[config.mk]
export PLATFORM = sky130hd
export DESIGN_NAME = otf_feed_arb
export DESIGN_NICKNAME = d
export VERILOG_FILES = /design/src/rtl/otf_feed_arb.sv
export SDC_FILE = /design/constraint.sdc
export NUM_CORES = 1
export LEC_CHECK = 0
export BUFFER_PORTS_ARGS = -buffer_cell sky130_fd_sc_hd__buf_2
export CAP_MARGIN = 20
export CORE_AREA = 4 4 71 73
export CTS_CLUSTER_DIAMETER = 150
export DETAILED_ROUTE_END_ITERATION = 6
export DIE_AREA = 0 0 75 77
export PLACE_DENSITY = 0.77
export SLEW_MARGIN = 5
export SYNTH_ARGS = -nofsm -noshare
export SYNTH_HDL_FRONTEND = slang
export SYNTH_SLANG_ARGS = --single-unit
[constraint.sdc]
create_clock -name clk -period 2.4 [get_ports clk]
set_input_delay 0.48 -clock clk [delete_from_list [all_inputs] [get_ports clk]]
set_output_delay 0.48 -clock clk [all_outputs]
set_load 0.01 [all_outputs]
[src/rtl/otf_feed_arb.sv]
// Two-requester round-robin arbiter that feeds 16-bit jobs MSB-first as 2-bit digits
// into an on-the-fly datapath and captures its result after a fixed latency.
module otf_feed_arb #(
    parameter int DIGITS = 8,
    parameter int LAT    = 1
) (
    input  logic        clk,
    input  logic        reset,
    input  logic        req0,
    input  logic        req1,
    input  logic [15:0] data0,
    input  logic [15:0] data1,
    output logic        ack0,
    output logic        ack1,
    output logic        otf_rst,
    output logic        otf_valid,
    output logic [1:0]  otf_i,
    input  logic [15:0] otf_o,
    output logic        res_valid,
    output logic        res_id,
    output logic [15:0] result,
    output logic        busy
);

    typedef enum logic [2:0] {
        S_IDLE,
        S_CLR,
        S_FEED,
        S_WAIT,
        S_DONE
    } state_t;

    localparam logic [2:0] LAST_DIG  = 3'(DIGITS - 1);
    localparam logic [2:0] LAST_WAIT = 3'(LAT - 1);

    state_t      state_q, state_d;
    logic [15:0] word_q, word_d;
    logic [2:0]  cnt_q, cnt_d;
    logic        gid_q, gid_d;
    logic        last_q, last_d;
    logic        ack0_q, ack0_d;
    logic        ack1_q, ack1_d;
    logic        valid_q, valid_d;
    logic [1:0]  dig_q, dig_d;
    logic        resv_q, resv_d;
    logic        res_id_q, res_id_d;
    logic [15:0] result_q, result_d;
    logic        busy_q, busy_d;

    logic any_req;
    logic pick1;
    logic accept;

    assign any_req = req0 | req1;
    // last_q == 1 means req1 was served last, so a tie goes to req0
    assign pick1   = req1 & (~req0 | ~last_q);

    always_comb begin
        state_d  = state_q;
        word_d   = word_q;
        cnt_d    = cnt_q;
        gid_d    = gid_q;
        last_d   = last_q;
        ack0_d   = 1'b0;
        ack1_d   = 1'b0;
        valid_d  = 1'b0;
        dig_d    = 2'b00;
        resv_d   = 1'b0;
        res_id_d = res_id_q;
        result_d = result_q;
        accept   = 1'b0;

        unique case (state_q)
            S_IDLE: accept = any_req;
            S_CLR: begin
                state_d = S_FEED;
                cnt_d   = '0;
                valid_d = 1'b1;
                dig_d   = word_q[15:14];
                word_d  = {word_q[13:0], 2'b00};
            end
            S_FEED: begin
                if (cnt_q == LAST_DIG) begin
                    state_d = S_WAIT;
                    cnt_d   = '0;
                end else begin
                    cnt_d   = cnt_q + 3'd1;
                    valid_d = 1'b1;
                    dig_d   = word_q[15:14];
                    word_d  = {word_q[13:0], 2'b00};
                end
            end
            S_WAIT: begin
                if (cnt_q == LAST_WAIT) begin
                    state_d  = S_DONE;
                    resv_d   = 1'b1;
                    result_d = otf_o;
                    res_id_d = gid_q;
                end else begin
                    cnt_d = cnt_q + 3'd1;
                end
            end
            S_DONE: begin
                // accepting straight out of DONE keeps back-to-back jobs at 11 cycles
                state_d = S_IDLE;
                accept  = any_req;
            end
            default: state_d = S_IDLE;
        endcase

        if (accept) begin
            state_d = S_CLR;
            word_d  = pick1 ? data1 : data0;
            gid_d   = pick1;
            last_d  = pick1;
            ack0_d  = ~pick1;
            ack1_d  = pick1;
        end

        busy_d = (state_d != S_IDLE);
    end

    always_ff @(posedge clk or posedge reset) begin
        if (reset) begin
            state_q  <= S_IDLE;
            word_q   <= '0;
            cnt_q    <= '0;
            gid_q    <= 1'b0;
            last_q   <= 1'b1;
            ack0_q   <= 1'b0;
            ack1_q   <= 1'b0;
            valid_q  <= 1'b0;
            dig_q    <= '0;
            resv_q   <= 1'b0;
            res_id_q <= 1'b0;
            result_q <= '0;
            busy_q   <= 1'b0;
        end else begin
            state_q  <= state_d;
            word_q   <= word_d;
            cnt_q    <= cnt_d;
            gid_q    <= gid_d;
            last_q   <= last_d;
            ack0_q   <= ack0_d;
            ack1_q   <= ack1_d;
            valid_q  <= valid_d;
            dig_q    <= dig_d;
            resv_q   <= resv_d;
            res_id_q <= res_id_d;
            result_q <= result_d;
            busy_q   <= busy_d;
        end
    end

    assign otf_rst   = reset | (state_q == S_CLR);
    assign ack0      = ack0_q;
    assign ack1      = ack1_q;
    assign otf_valid = valid_q;
    assign otf_i     = dig_q;
    assign res_valid = resv_q;
    assign res_id    = res_id_q;
    assign result    = result_q;
    assign busy      = busy_q;

endmodule

==> results of run 1 <==
## critical path, stage by stage, from the launching register on
cell and delay [ns]:
dfrtp_1 0.39, ha_1 0.16, ha_1 0.16, or3b_1 0.12
a21oi_2 0.08, nor2_2 0.77, mux2i_1 0.28
## metal layers
metal / vias up / global-route usage [%] / routed length [um]
met5: - / 0 / 0
met4: 0 / 4.45 / 55
met3: 6 / 5.10 / 224
met2: 42 / 22.7 / 2110
met1: 738 / 18.6 / 1740
li1: 743 / - / -
## sequential cells by signal (all words and copies together), names as in the netlist
register   flops
word_q        16
ack0           1
otf_valid      1
state_q        3
gid_q          1
ack1           1
otf_i          2
last_q         1
res_id         1
res_valid      1
cnt_q          3
busy           1
result        16
## kinds of logic (layout without fill, tap and decap cells)
kind of cell             after synthesis  after routing
AND/OR/NAND/NOR                       22             22
buffers and inverters                 24            107
adder cells (fa/ha/maj)                3              3
flip-flops                            48             48
multiplexers                          33             33
AO/OA/AOI/OAI                         30             30
## final timing paths
kind	slack [ns]	end
max in group asynchronous	1.65	result[14]
min in group clk	0.40	result[2]
min reg2reg	0.48	gid_q
max	0.36	word_q[9]
min	0.36	cnt_q[2]
max reg2reg	0.36	word_q[9]
## cells in the mapped netlist (2+ instances only)
cell type	instances
nor3_1	2
a22o_1	2
buf_2	4
a21oi_1	2
mux2i_1	15
ha_1	3
nand2b_1	4
a21o_1	4
mux2_1	9
nor2_1	4
dfrtp_1	47
and2_1	2
and3_1	2
a222oi_1	14
nor2b_1	2
mux2_2	9
nand2_1	3
inv_1	17
o21ai_0	4
## power by group through the flow
stage                     combinational (mW)  sequential, mW  clock (mW)
after global placement                  1.42            1.39           0
after detailed placement                1.46            1.40           0
after global routing                    1.60            1.43       0.522
after floorplan                        0.948            1.47           0
after CTS                               1.46            1.39       0.489
final                                   1.44            1.39       0.475
## cell type report
cell class	count	area share, %
flip-flops and latches	48	45.8
multi-input cells	88	29.2
repair buffers	82	16.7
clock buffers	8	3.43
well taps	52	2.48
inverters	17	2.43
## per-stage QoR
| stage | setup WS (ns) | std cells | utilization (%) | hold slack, ns | instance area [um^2] |
|---|---|---|---|---|---|
| 2_1_floorplan | 0.0144 | 160 | - | 0.446 | 2080 |
| 3_3_place_gp | 0.457 | 287 | 58.2 | 0.462 | 2540 |
| 3_5_place_dp | 0.359 | 287 | 58.2 | 0.465 | 2540 |
| 4_1_cts | 0.353 | 295 | 60.3 | 0.370 | 2630 |
| 5_1_grt | 0.202 | 295 | 60.3 | 0.397 | 2630 |
| 6_report | 0.363 | 295 | 60.3 | 0.355 | 2630 |
## cell usage in the layout (no fill, tap or decap), types with 2 or more instances in the layout
master	n
nor2b_1	2
o21ai_0	4
buf_2	76
a21o_1	4
mux2_2	9
buf_4	5
a21oi_1	2
clkbuf_8	6
nand2b_1	4
ha_1	3
clkbuf_1	2
nor2_1	4
inv_1	16
dfrtp_1	47
nand2_1	3
a222oi_1	14
mux2i_1	15
mux2_1	9
and3_1	2
nor3_1	2
and2_1	2
a22o_1	2
==> reports/summary.txt, run 1 <==
Max IR drop VDD: 0.563 mV
Via count: 1,529
Fillers: 348
Adder-Cell Fraction of Synth Area: 1.81%
PostCTS Resize Cnt: 0
Die height: 77 um
Mux share of post-synthesis cell area: 17.0%
Slew margin rel.: 33.2%
Cell taking the most area after synthesis: dfrtp_1
Hold Vio Cnt, Final: 0
Syn Inst Count: 160
Worst setup EP type: register
Largest family of logic cells by synthesized area: multiplexers
Post-synth EDFFs: 0
Routed vias/inst: 5.18
Detailed placement HPWL: 3120 um
Clock period minus worst slack: 2.04 ns
Simple-Gate Fraction of Synth Area: 6.27%
First-pass GRT wire length: 6470 um
Antenna cells: 0
Worst setup path startpoint: cnt_q[0]
Tot Pwr: 3.30 mW
Status: finished clean
Setup TNS: 0 ns
Area Growth Syn to Fin: 26.5%
Net Switching: 1.15 mW
Syn nets: 215
Row cnt: 24
Number of clock sinks: 48
Overflow after GRT: 0
Die Width: 75 um
Hold Buf Count CTS: 0
Max Freq: 491 MHz
Total CTS buffers: 5
TritonCTS clock tree: built
Layout cell share with drive strength beyond 1: 42.0%
Top cells by area, synth: dfrtp_1 (57%), mux2i_1 (7.2%), a222oi_1 (6.8%)
Die Area: 5780 um^2
Root Driver: clkbuf_8
CP Class: register to register
Clk_skew: 0.00406 ns
IO Count: 77
Clock Path Buffers: 2
Total track usage: 14.5%
Multi-input gate area: 767 um^2
WP data required: 2.61 ns
Clock network fraction of design power: 14.4%
Lkg Pwr: 1.36 nW
# DRC: 0
R2r startpoint: cnt_q[0]
GP Congestion: 0.719
Register bit count reported by yosys: 48
Post-DRT Antenna Nets: 0
Slew Viols, Final: 0
Final Cycle Share: 84.9%
Synth Area in XOR/XNOR: 0%
Wire length per cell: 14.0 um
Vias in the first global route: 1,450
Initial DRC count: 126
Initial Utilization: 47.7%
Seq pwr share: 42.0%
First-pass DRT Iterations: 6
Max FO, Critical Path: 16
Core area: 4350 um^2
Ys async rst share: 100%
Library cells used by synthesis: 30
NumNets Final: 297
Synth Area in Compound Gates: 11.9%
Post-synthesis sequential area ratio: 57.9%
Port bufs: 76
Post-synthesis cell area: 2080 um^2
WP data arrival: 2.25 ns
Worst setup SP type: register
Syn Area/Cell: 13.0 um^2
Synth Flop Type: dfrtp_1
Final setup violation count: 0
Clock latency on the worst-skew pair: 0.29 ns
Yosys warning count: 0
Postcts setup bufs: 0
FF+latch area: 1200 um^2
Slew @ Worst Pin: 1.00 ns
WL final: 4130 um
Unrepaired setup endpoints after global routing: false
Largest net degree at the start of global routing: 49
Max-cap violations: 0
Power per cell area: 1260 nW/um^2
Min-Delay Path Class: input port to asynchronous set/reset pin
Synth top area share: 56.7%
Antenna violations before repair: 0
Internal power: 2.15 mW
Switching share of power: 34.9%
Comb power frac: 43.7%
H-tree Lvls: 2
R2R cell count: 6
Clock slew at reported path FFs: 0.08 ns
No activity file was read; power rests on OpenSTA's default activity.
==> run 2: changes to the inputs <==
Clock period 2.4 ns to 2.05 ns, I/O delays scaled along.
==> run 2 against run 1 <==
  * Worst hold slack worse by 0.066 ns
  * Critical path depth unchanged
  * Combinational power rose by 23%
  * Worst setup slack worse by 0.23 ns
  * Via count increased by 3.5%
  * Sequential share of layout area shrank 0.71 points
  * Non-clock buffer count is 2 higher
  * Sequential power up 17%
  * Critical path type unchanged
  * Critical endpoint is now word_q[1]
  * Highest routed layer unchanged
==> reports/summary.txt, run 2 (synthesized netlist as in run 1, its figures left out) <==
Antenna violations before repair: 0 (unchanged)
Row cnt: 24 (unchanged)
Detailed placement HPWL: 3250 um (was 3120 um)
Commonest non-fill, non-tap cell in the layout: buf_2 (unchanged)
Largest net degree at the start of global routing: 49 (unchanged)
Switching share of power: 34.5% (was 34.9%)
Core area: 4350 um^2 (unchanged)
CP Class: register to register (unchanged)
Die Area: 5780 um^2 (unchanged)
Dpl cells: 289 (was 287)
Total track usage: 15.9% (was 14.5%)
Clock latency on the worst-skew pair: 0.30 ns (was 0.29 ns)
Clk_skew: 0.00706 ns (was 0.00406 ns)
Postcts setup bufs: 0 (unchanged)
CP max stage delay: 0.41 ns (was 0.77 ns)
Root Driver: clkbuf_8 (unchanged)
IO Count: 77 (unchanged)
Initial Utilization: 47.7% (unchanged)
Total CTS buffers: 5 (unchanged)
# DRC: 0 (unchanged)
Antenna cells: 0 (unchanged)
TritonCTS clock tree: built (unchanged)
Power per cell area: 1520 nW/um^2 (was 1260 nW/um^2)
Min-Delay Path Class: input port to asynchronous set/reset pin (unchanged)
Via count: 1,582 (was 1,529)
Die height: 77 um (unchanged)
R2R cell count: 6 (unchanged)
NumNets Final: 299 (was 297)
Cell mode on critical path: ha_1 (unchanged)
Wire length per cell: 14.6 um (was 14.0 um)
Hold Buf Count CTS: 0 (unchanged)
Worst slack, placed: 0.0140 ns (was 0.359 ns)
Max IR drop VDD: 0.526 mV (was 0.563 mV)
Setup TNS: 0 ns (unchanged)
CP max stage cell: dfrtp_1 (was nor2_2)
Clock Path Buffers: 2 (unchanged)
Comb power frac: 43.7% (about the same)
Max FO, Critical Path: 16 (unchanged)
WP data required: 2.25 ns (was 2.61 ns)
Unrepaired setup endpoints after global routing: false (unchanged)
PostCTS Resize Cnt: 1 (was 0)
Slew Viols, Final: 0 (unchanged)
Slew @ Worst Pin: 0.710 ns (was 1.00 ns)
Slew margin rel.: 52.4% (was 33.2%)
Max Freq: 521 MHz (was 491 MHz)
GP Congestion: 0.726 (was 0.719)
Worst setup EP type: register (unchanged)
Lkg Pwr: 1.38 nW (was 1.36 nW)
H-tree Lvls: 2 (unchanged)
Port bufs: 76 (unchanged)
Hold Vio Cnt, Final: 0 (unchanged)
Cell Chain, Critical Path: ha_1, ha_1, or3b_1, a21oi_2, nor2_4, a21o_1 (was ha_1, ha_1, or3b_1, a21oi_2, nor2_2, mux2i_1)
Vias in the first global route: 1,532 (was 1,450)
Status: finished clean (unchanged)
Routed vias/inst: 5.33 (was 5.18)
Final setup violation count: 0 (unchanged)
Overflow after GRT: 0 (unchanged)
Post-DRT Antenna Nets: 0 (unchanged)
Final worst slack: 0.132 ns (was 0.363 ns)
Clock slew at reported path FFs: 0.08 ns (about the same)
Die Width: 75 um (unchanged)
Net Switching: 1.39 mW (was 1.15 mW)
Area Growth Syn to Fin: 28.5% (was 26.5%)
Non-filler cells, final: 297 (was 295)
Most frequent cells in the layout: buf_2 (76), dfrtp_1 (47), inv_1 (16) (unchanged)
Max-cap violations: 0 (unchanged)
Worst setup SP type: register (unchanged)
Layout cell share with drive strength beyond 1: 42.9% (was 42.0%)
Tot Pwr: 4.04 mW (was 3.30 mW)
WP data arrival: 2.12 ns (was 2.25 ns)
WL final: 4320 um (was 4130 um)
Initial DRC count: 156 (was 126)
Clock period minus worst slack: 1.92 ns (was 2.04 ns)
First-pass DRT Iterations: 6 (unchanged)
Internal power: 2.65 mW (was 2.15 mW)
Seq pwr share: 39.9% (was 42.0%)
Fillers: 348 (unchanged)
First-pass GRT wire length: 7010 um (was 6470 um)
Clock network fraction of design power: 16.4% (was 14.4%)
Number of clock sinks: 48 (unchanged)
Final Cycle Share: 93.6% (was 84.9%)
## run 2: final timing paths
check | startpoint | slack (ns) | to
hold reg to reg | word_q[14] | 0.48 | otf_i[0]
max in group asynchronous | reset | 1.37 | word_q[1]
min in group clk | otf_o[1] | 0.32 | result[1]
setup reg to reg | cnt_q[0] | 0.13 | word_q[1]
hold / removal | reset | 0.29 | state_q[2]
setup / recovery | cnt_q[0] | 0.13 | word_q[1]
## run 2: area by class of cell
class                   instances  area (um^2)  share of cell area (%)
repair buffers                 84          453                    17.0
flip-flops and latches         48         1200                    45.1
clock buffers                   6         72.6                    2.72
clock inverters                 2         35.0                    1.31
multi-input cells              88          772                    28.9
inverters                      17         67.6                    2.53
well taps                      52         65.1                    2.44
## run 2: critical path, delay by kind of cell, from the launching register on
family | cells | cell delay (ns)
adder cells (fa/ha/maj) | 2 | 0.41
flip-flops | 1 | 0.41
AO/OA/AOI/OAI | 2 | 0.44
AND/OR/NAND/NOR | 2 | 0.55
## run 2: power by group through the flow
stage	logic [mW]	clock network [mW]	registers, mW
after floorplan	1.11	0	1.72
after global routing	1.97	0.724	1.67
final	1.77	0.663	1.62
after detailed placement	1.79	0	1.64
after global placement	1.73	0	1.61
after CTS	1.80	0.687	1.62
## run 2: per-layer routing
layer	track usage [%]	routed length, um
met3	3.66	255
met2	26.0	2310
met4	7.65	102
met1	19.4	1650
met5	0	0
## run 2: stage by stage
step,util [%],hold WS [ns],cell area [um^2]
after global placement,58.7,0.462,2550
after CTS,61.3,0.310,2670
after global routing,61.3,0.305,2670
final,61.3,0.289,2670
after floorplan,-,0.442,2080
after detailed placement,58.7,0.464,2550
==> run 3: changes to the inputs <==
Settings changed: SETUP_SLACK_MARGIN from default to 0.4.
==> run 3 against run 2 <==
  * Via count rose by 2.0%
  * Worst setup slack improved by 0.17 ns
  * Global-route usage rose by 1.2 points
  * Critical path type unchanged
==> reports/summary.txt, run 3 (synthesized netlist as in run 1, its figures left out) <==
Status: finished clean (unchanged)
R2R cell count: 6 (unchanged)
Comb power frac: 47.2% (was 43.7%)
Antenna cells: 0 (unchanged)
Max-cap violations: 0 (unchanged)
Initial Utilization: 47.7% (unchanged)
Overflow after GRT: 0 (unchanged)
Seq pwr share: 39.8% (was 39.9%)
Crit. path cell count: 6 (unchanged)
Largest net degree at the start of global routing: 49 (unchanged)
Clock slew at reported path FFs: 0.08 ns (about the same)
Setup TNS: 0 ns (unchanged)
Antenna violations before repair: 0 (unchanged)
# DRC: 0 (unchanged)
Crit path buf inv count: 0 (unchanged)
Slew margin rel.: 61.4% (was 52.4%)
WL final: 4630 um (was 4320 um)
Initial DRC count: 99 (was 156)
First-pass DRT Iterations: 5 (was 6)
Area Growth Syn to Fin: 31.3% (was 28.5%)
Util after Layout: 62.6% (was 61.3%)
Clock period minus worst slack: 1.74 ns (was 1.92 ns)
Power per cell area: 1500 nW/um^2 (was 1520 nW/um^2)
Final setup violation count: 0 (unchanged)
First-pass GRT wire length: 7720 um (was 7010 um)
Worst slack, placed: 0.192 ns (was 0.0140 ns)
Number of clock sinks: 48 (unchanged)
Port bufs: 76 (unchanged)
CP max stage delay: 0.39 ns (was 0.41 ns)
WP data arrival: 1.93 ns (was 2.12 ns)
Clock Path Buffers: 2 (unchanged)
TritonCTS clock tree: built (unchanged)
Slew @ Worst Pin: 0.579 ns (was 0.710 ns)
Max IR drop VDD: 0.520 mV (was 0.526 mV)
GP Congestion: 0.767 (was 0.726)
Fillers: 361 (was 348)
Most frequent cells in the layout: buf_2 (76), dfrtp_1 (47), inv_1 (16) (unchanged)
Hold Worst Slack: 0.307 ns (was 0.289 ns)
Hold Buf Count CTS: 0 (unchanged)
Worst setup SP type: register (unchanged)
Commonest non-fill, non-tap cell in the layout: buf_2 (unchanged)
Total CTS buffers: 5 (unchanged)
Detailed placement HPWL: 3180 um (was 3250 um)
Net Switching: 1.48 mW (was 1.39 mW)
Final Cycle Share: 85.1% (was 93.6%)
Wire length per cell: 15.3 um (was 14.6 um)
IO Count: 77 (unchanged)
Worst setup EP type: register (unchanged)
Die Area: 5780 um^2 (unchanged)
Die Width: 75 um (unchanged)
Tot Pwr: 4.08 mW (was 4.04 mW)
CP delay by family, top: simple AND/OR/NAND/NOR gates (unchanged)
Unrepaired setup endpoints after global routing: true (was false)
Routed vias/inst: 5.32 (was 5.33)
Total track usage: 17.1% (was 15.9%)
Lkg Pwr: 1.39 nW (was 1.38 nW)
Clock latency on the worst-skew pair: 0.29 ns (was 0.30 ns)
Hold Vio Cnt, Final: 0 (unchanged)
Layout cell share with drive strength beyond 1: 45.8% (was 42.9%)
CP max stage cell: dfrtp_1 (unchanged)
Vias in the first global route: 1,729 (was 1,532)
H-tree Lvls: 2 (unchanged)
Cell Chain, Critical Path: ha_2, ha_4, or3b_4, a21oi_4, nor2_4, a21o_1 (was ha_1, ha_1, or3b_1, a21oi_2, nor2_4, a21o_1)
WP data required: 2.24 ns (was 2.25 ns)
Clock network fraction of design power: 13.0% (was 16.4%)
Die height: 77 um (unchanged)
Row cnt: 24 (unchanged)
Clk_skew: 0.00502 ns (was 0.00706 ns)
Slew Viols, Final: 0 (unchanged)
Internal power: 2.61 mW (was 2.65 mW)
NumNets Final: 305 (was 299)
Max Freq: 573 MHz (was 521 MHz)
Max FO, Critical Path: 8 (was 16)
CP Class: register to register (unchanged)
Via count: 1,613 (was 1,582)
Final worst slack: 0.305 ns (was 0.132 ns)
Core area: 4350 um^2 (unchanged)
Switching share of power: 36.2% (was 34.5%)
Post-DRT Antenna Nets: 0 (unchanged)
Min-Delay Path Class: input port to asynchronous set/reset pin (unchanged)
Root Driver: clkbuf_8 (unchanged)
-- run 3: worst paths after layout --
kind | start | end | slack (ns)
max | cnt_q[1] | word_q[0] | 0.31
min | reset | result[13] | 0.31
max reg2reg | cnt_q[1] | word_q[0] | 0.31
min reg2reg | gid_q | gid_q | 0.48
max in group asynchronous | reset | result[5] | 1.35
min in group clk | otf_o[14] | result[14] | 0.33
-- run 3: metal layers --
layer / routed length [um] / GRT usage [%] / up-vias
met5: 0 / 0 / -
met1: 1790 / 20.6 / 792
met2: 2520 / 29.6 / 46
li1: - / - / 767
met4: 85 / 7.30 / 0
met3: 235 / 2.48 / 8
-- run 3: power by group through the flow --
| stage | combinational [mW] | clock (mW) | sequential (mW) |
|---|---|---|---|
| floorplan | 1.14 | 0 | 1.73 |
| global placement | 1.69 | 0 | 1.62 |
| detailed placement | 1.75 | 0 | 1.64 |
| CTS | 1.90 | 0.546 | 1.63 |
| global route | 2.14 | 0.583 | 1.69 |
| finish | 1.93 | 0.529 | 1.63 |
-- run 3: timing repair --
action                                  4_1_cts  5_1_grt
endpoints found under the setup margin       25       39
gates cloned                                  1        0
gates resized for setup                       6        2
buffers inserted                              4        2
pin swaps                                     5        2
-- run 3: cell type report --
cell class | instances | area, um^2 | share of cell area [%]
clock buffers | 8 | 80.1 | 2.94
inverters | 17 | 67.6 | 2.48
multi-input cells | 89 | 820 | 30.1
flip-flops and latches | 48 | 1200 | 44.1
well taps | 52 | 65.1 | 2.39
repair buffers | 89 | 490 | 18.0
-- run 3: worst register-to-register path, delay by kind of cell (launching register included) --
family | cells | cell delay (ns)
adder cells (fa/ha/maj) | 2 | 0.35
AND/OR/NAND/NOR | 2 | 0.51
AO/OA/AOI/OAI | 2 | 0.39
flip-flops | 1 | 0.39
-- run 3: metrics by stage --
stage | instance area [um^2] | instances
5_1_grt | 2730 | 303
3_3_place_gp | 2550 | 288
2_1_floorplan | 2100 | 160
3_5_place_dp | 2550 | 288
6_report | 2730 | 303
4_1_cts | 2700 | 301
